===== src/rtl/avg_event_detector.sv =====
// avg_event_detector
// Watches averaged per-axis window sums (x, y, t) and raises a one-cycle
// event strobe once ARM_COUNT consecutive accepted samples each have at
// least one axis at or above thr_hi. After a trigger the block sits in a
// holdoff period of HOLDOFF_CYCLES clocks, then waits for a quiet sample
// (all axes below thr_lo) before it re-arms.
//
// Build option: define AVG_EVT_COUNT_SAT_EN to make event_count saturate
// at 255. Without it, event_count wraps from 255 to 0.
module avg_event_detector #(
    parameter int unsigned ARM_COUNT      = 3,
    parameter int unsigned HOLDOFF_CYCLES = 8
) (
    input  logic       clk,
    input  logic       reset,
    input  logic       in_valid,
    output logic       in_ready,
    input  logic [1:0] in_x,
    input  logic [1:0] in_y,
    input  logic [1:0] in_t,
    input  logic [1:0] thr_hi,
    input  logic [1:0] thr_lo,
    output logic       event_pulse,
    output logic [2:0] event_axis,
    output logic [7:0] event_count,
    output logic [1:0] state_o
);

    typedef enum logic [1:0] {
        S_IDLE      = 2'b00,
        S_ARMING    = 2'b01,
        S_TRIGGERED = 2'b10,
        S_HOLDOFF   = 2'b11
    } state_t;

    localparam logic [3:0] ARM_TARGET = 4'(ARM_COUNT);
    localparam logic [7:0] HOLD_LOAD  = 8'(HOLDOFF_CYCLES);

    state_t     state_q,     state_d;
    logic [3:0] arm_cnt_q,   arm_cnt_d;
    logic [7:0] hold_cnt_q,  hold_cnt_d;
    logic [2:0] axis_q,      axis_d;
    logic [7:0] count_q,     count_d;
    logic       pulse_q,     pulse_d;
    logic       ready_q,     ready_d;

    logic       accept_s;
    logic [2:0] mask_s;
    logic       active_s;
    logic       quiet_s;
    logic [3:0] arm_inc_s;

    // Next value of the trigger counter; wrap or saturate depending on build.
    function automatic logic [7:0] count_next(input logic [7:0] cur);
`ifdef AVG_EVT_COUNT_SAT_EN
        if (cur == 8'hFF) begin
            return 8'hFF;
        end else begin
            return cur + 8'd1;
        end
`else
        return cur + 8'd1;
`endif
    endfunction

    // Classify the presented sample against the live thresholds.
    always_comb begin
        accept_s  = in_valid & ready_q;
        mask_s    = {(in_t >= thr_hi), (in_y >= thr_hi), (in_x >= thr_hi)};
        active_s  = accept_s & (|mask_s);
        quiet_s   = accept_s & (in_x < thr_lo) & (in_y < thr_lo) & (in_t < thr_lo);
        arm_inc_s = arm_cnt_q + 4'd1;
    end

    // Next-state and next-output computation for the detector.
    always_comb begin
        state_d    = state_q;
        arm_cnt_d  = arm_cnt_q;
        hold_cnt_d = hold_cnt_q;
        axis_d     = axis_q;
        count_d    = count_q;
        case (state_q)
            S_IDLE, S_ARMING: begin
                if (active_s) begin
                    if (arm_inc_s == ARM_TARGET) begin
                        // Completing sample: latch its mask and start holdoff.
                        state_d    = S_TRIGGERED;
                        axis_d     = mask_s;
                        count_d    = count_next(count_q);
                        hold_cnt_d = HOLD_LOAD;
                        arm_cnt_d  = 4'd0;
                    end else begin
                        state_d   = S_ARMING;
                        arm_cnt_d = arm_inc_s;
                    end
                end else if (accept_s) begin
                    // A non-active sample breaks the streak.
                    state_d   = S_IDLE;
                    arm_cnt_d = 4'd0;
                end else begin
                    state_d = state_q;
                end
            end
            S_TRIGGERED: begin
                state_d = S_HOLDOFF;
            end
            S_HOLDOFF: begin
                if (hold_cnt_q != 8'd0) begin
                    // Samples are ignored until the holdoff timer runs out.
                    hold_cnt_d = hold_cnt_q - 8'd1;
                end else if (quiet_s) begin
                    state_d = S_IDLE;
                end else begin
                    state_d = S_HOLDOFF;
                end
            end
            default: begin
                state_d   = S_IDLE;
                arm_cnt_d = 4'd0;
            end
        endcase
        pulse_d = (state_d == S_TRIGGERED);
        ready_d = (state_d != S_TRIGGERED);
    end

    // State and registered outputs; reset wins over everything else.
    always_ff @(posedge clk) begin
        if (reset) begin
            state_q    <= S_IDLE;
            arm_cnt_q  <= 4'd0;
            hold_cnt_q <= 8'd0;
            axis_q     <= 3'b000;
            count_q    <= 8'd0;
            pulse_q    <= 1'b0;
            ready_q    <= 1'b1;
        end else begin
            state_q    <= state_d;
            arm_cnt_q  <= arm_cnt_d;
            hold_cnt_q <= hold_cnt_d;
            axis_q     <= axis_d;
            count_q    <= count_d;
            pulse_q    <= pulse_d;
            ready_q    <= ready_d;
        end
    end

    assign in_ready    = ready_q;
    assign event_pulse = pulse_q;
    assign event_axis  = axis_q;
    assign event_count = count_q;
    assign state_o     = state_q;

endmodule


===== config.mk =====
export PLATFORM = sky130hd
export DESIGN_NAME = avg_event_detector
export DESIGN_NICKNAME = d
export VERILOG_FILES = /design/src/rtl/avg_event_detector.sv
export SDC_FILE = /design/constraint.sdc
export NUM_CORES = 1
export LEC_CHECK = 0
export ABC_CLOCK_PERIOD_IN_PS = 2300
export CAP_MARGIN = 15
export CORE_MARGIN = 4
export CORE_UTILIZATION = 52
export DETAILED_ROUTE_END_ITERATION = 7
export PLACE_DENSITY = 0.85
export SYNTH_ARGS = -nofsm -noshare
export SYNTH_HDL_FRONTEND = slang
export SYNTH_SLANG_ARGS = --single-unit

===== constraint.sdc =====
create_clock -name clk -period 2.3 [get_ports clk]
set_clock_uncertainty 0.05 [all_clocks]
set_input_delay 0.345 -clock clk [delete_from_list [all_inputs] [get_ports clk]]
set_output_delay 0.345 -clock clk [all_outputs]
set_load 0.05 [all_outputs]

==> metrics <==
CP Buf/Inv Count 1; met3 WL post-DR between 150 and 200 um; pin count of the biggest net entering global routing 17; syn_nets about 210; most numerous cell in the Yosys netlist dfxtp_1; fraction of layout cells with a size suffix above 1 13.1%; min cycle time layout about 2.2 ns; PD cells 456 nW/um2; Initial DRC Count 66; Area Overhead vs Synth 28.5%; fillers 230; sequential share of the synthesized area a little over a third; chip height 62.6 um; post-synthesis cell count between 150 and 200; vias in the first global route 1,504; Syn Std Cell Area around 1600 um2; Worst Path Max Fanout 9; Synth async-reset ratio 0%; Fin Setup TNS 0 ns; CP delay by family, top buffers and inverters; first-pass GRT wire length 6.60 mm; Num CTS Buffers 3; Ant. Diodes 0; Hold Crit Start event_count[6]; outcome finished clean; die area 3920 um2; Starting Density 55.3%; final hold vios 0; CP required roughly 1.9 ns; Setup crit end kind primary output; crit start category flop; worst-margin pin slew about 0.60 ns; post-synth top area share roughly a third; clock root buffer clkbuf_4; DRC Markers 0; Critical Path Source state_o[1]; CP max stage cell clkdlybuf4s50_1; Synth Register Bits 27; placed cell area 1950 um2; top post-synthesis cells by area dfxtp_1, ha_1, a21oi_1; Synthesis Warnings 0; CP Class reg -> out; peak supply drop 0.000268 V; Reg clk slew, reported paths around 0.14 ns; CTS tree built; Worst slew margin between 60% and 70%; Max Cap Viol 0; CP arrival 1.80 ns; fmax 0.456 GHz; Sink Count 27; H-Tree Depth 1; DP Cell Count about 250; crit-path cells clkdlybuf4s50_1; worst r2r src arm_cnt_q[1]; RD Place Congestion around 0.86; I/O pins 28; Post-Route Utilization 71.1%; Mean Syn Cell Area approximately 8.5 um2; drt wl/cell about 15 um; final-report max-slew violation count 0; most frequent cells after synthesis dfxtp_1, a21oi_1, ha_1, nor2_1, nand3_1; DR pass1 iterations 4; WL met1 roughly 1.7 mm; unrepaired setup endpoints after global routing no; final total power ~910 uW; Unique masters post-synth 44; clock latency at the later pin of the worst-skew pair 0.34 ns; Clock Tree Buf Depth 2; Final Instance Area 1990 um2; Cell Rows 19; Detailed Route WL between 3 and 4 mm; antenna violations before repair 0; Final ANT Viol Nets 0; IO buf count 27; total number of vias roughly 1,500; crit share post-route between 90% and 100%; number of synthesized flops with an enable pin 0; Yosys top cell by area dfxtp_1; final setup vio count 0; core footprint about 2800 um2; global route total overflow 0; die span in x around 63 um; dominant synthesized flop cell dfxtp_1; highest routing layer actually used met4; GRT Overall Usage 20.6%; routed wl met2 1.82 mm; Slowest Stage Delay on Critical Path ~0.88 ns; fin cells approximately 250; Leak Pwr between 0.7 and 0.8 nW; vias per cell 6.03; HP Class reg -> reg; Nets 249; DP Wirelength a little under 3 mm
report_power, final:
part | total [mW] | leakage [nW] | switching [mW] | internal [mW]
Clock | 0.211 | 0.0150 | 0.143 | 0.0684
Sequential | 0.493 | 0.218 | 0.0139 | 0.479
Combinational | 0.205 | 0.524 | 0.113 | 0.0925
registers in the layout, summed over array words and instances (netlist names):
register,count
arm_cnt_q,4
event_axis,3
event_count,8
event_pulse,1
hold_cnt_q,8
in_ready,1
state_o,2
per-layer routing:
layer / vias to the layer above / global-route usage (%)
met5: - / 0
met2: 40 / 35.7
met3: 7 / 2.70
met4: 0 / 12.1
met1: 725 / 24.3
li1: 747 / -
final cells by class:
class                   instances  area, um2  share of cell area [%]
clock buffers                   4       26.3                    1.32
flip-flops and latches         27        541                    27.1
repair buffers                 43        390                    19.6
inverters                      10       37.5                    1.88
well taps                      31       38.8                    1.94
multi-input cells             137        961                    48.2
worst paths after layout:
check                         to  slack [ns]  cells after the start
setup / recovery      state_o[1]        0.11                      1
hold / removal    event_count[6]        0.46                      2
setup reg to reg  event_count[4]        0.22                      6
hold reg to reg   event_count[6]        0.46                      2
stage by stage:
step,hold slack (ns),setup slack (ns)
after floorplan,0.416,0.266
after global placement,0.427,-0.197
after detailed placement,0.440,-0.294
after CTS,0.459,0.0614
after global routing,0.475,0.0100
final,0.461,0.109
what timing repair did:
item / in CTS / in global routing
hold buffers: 0 / 0
setup buffers: 0 / 0
endpoints found under the setup margin: 0 / 11
resized for setup: 0 / 4
kinds of logic (layout without fill, tap and decap cells):
logic type | count (synthesis) | after routing | share of synthesized area, %
AO/OA/AOI/OAI | 45 | 45 | 20.2
XOR/XNOR | 6 | 6 | 3.39
adder cells (fa/ha/maj) | 14 | 14 | 11.3
buffers and inverters | 18 | 57 | 4.44
flip-flops | 27 | 27 | 34.8
multiplexers | 2 | 2 | 1.45
AND/OR/NAND/NOR | 70 | 70 | 24.4
cells in the final DEF (no fill, tap or decap), types with 5 or more instances in the layout:
cell type | netlist | layout
nand2b_1 | 5 | 5
inv_1 | 10 | 10
nor2_1 | 12 | 12
nor3_1 | 7 | 7
nand3_1 | 11 | 10
nand2_1 | 9 | 9
ha_1 | 14 | 14
a21oi_1 | 17 | 15
buf_4 | 0 | 16
clkdlybuf4s50_1 | 0 | 27
dfxtp_1 | 27 | 27
or3_1 | 6 | 6
Note: power is estimated with default switching activity, not from simulation.
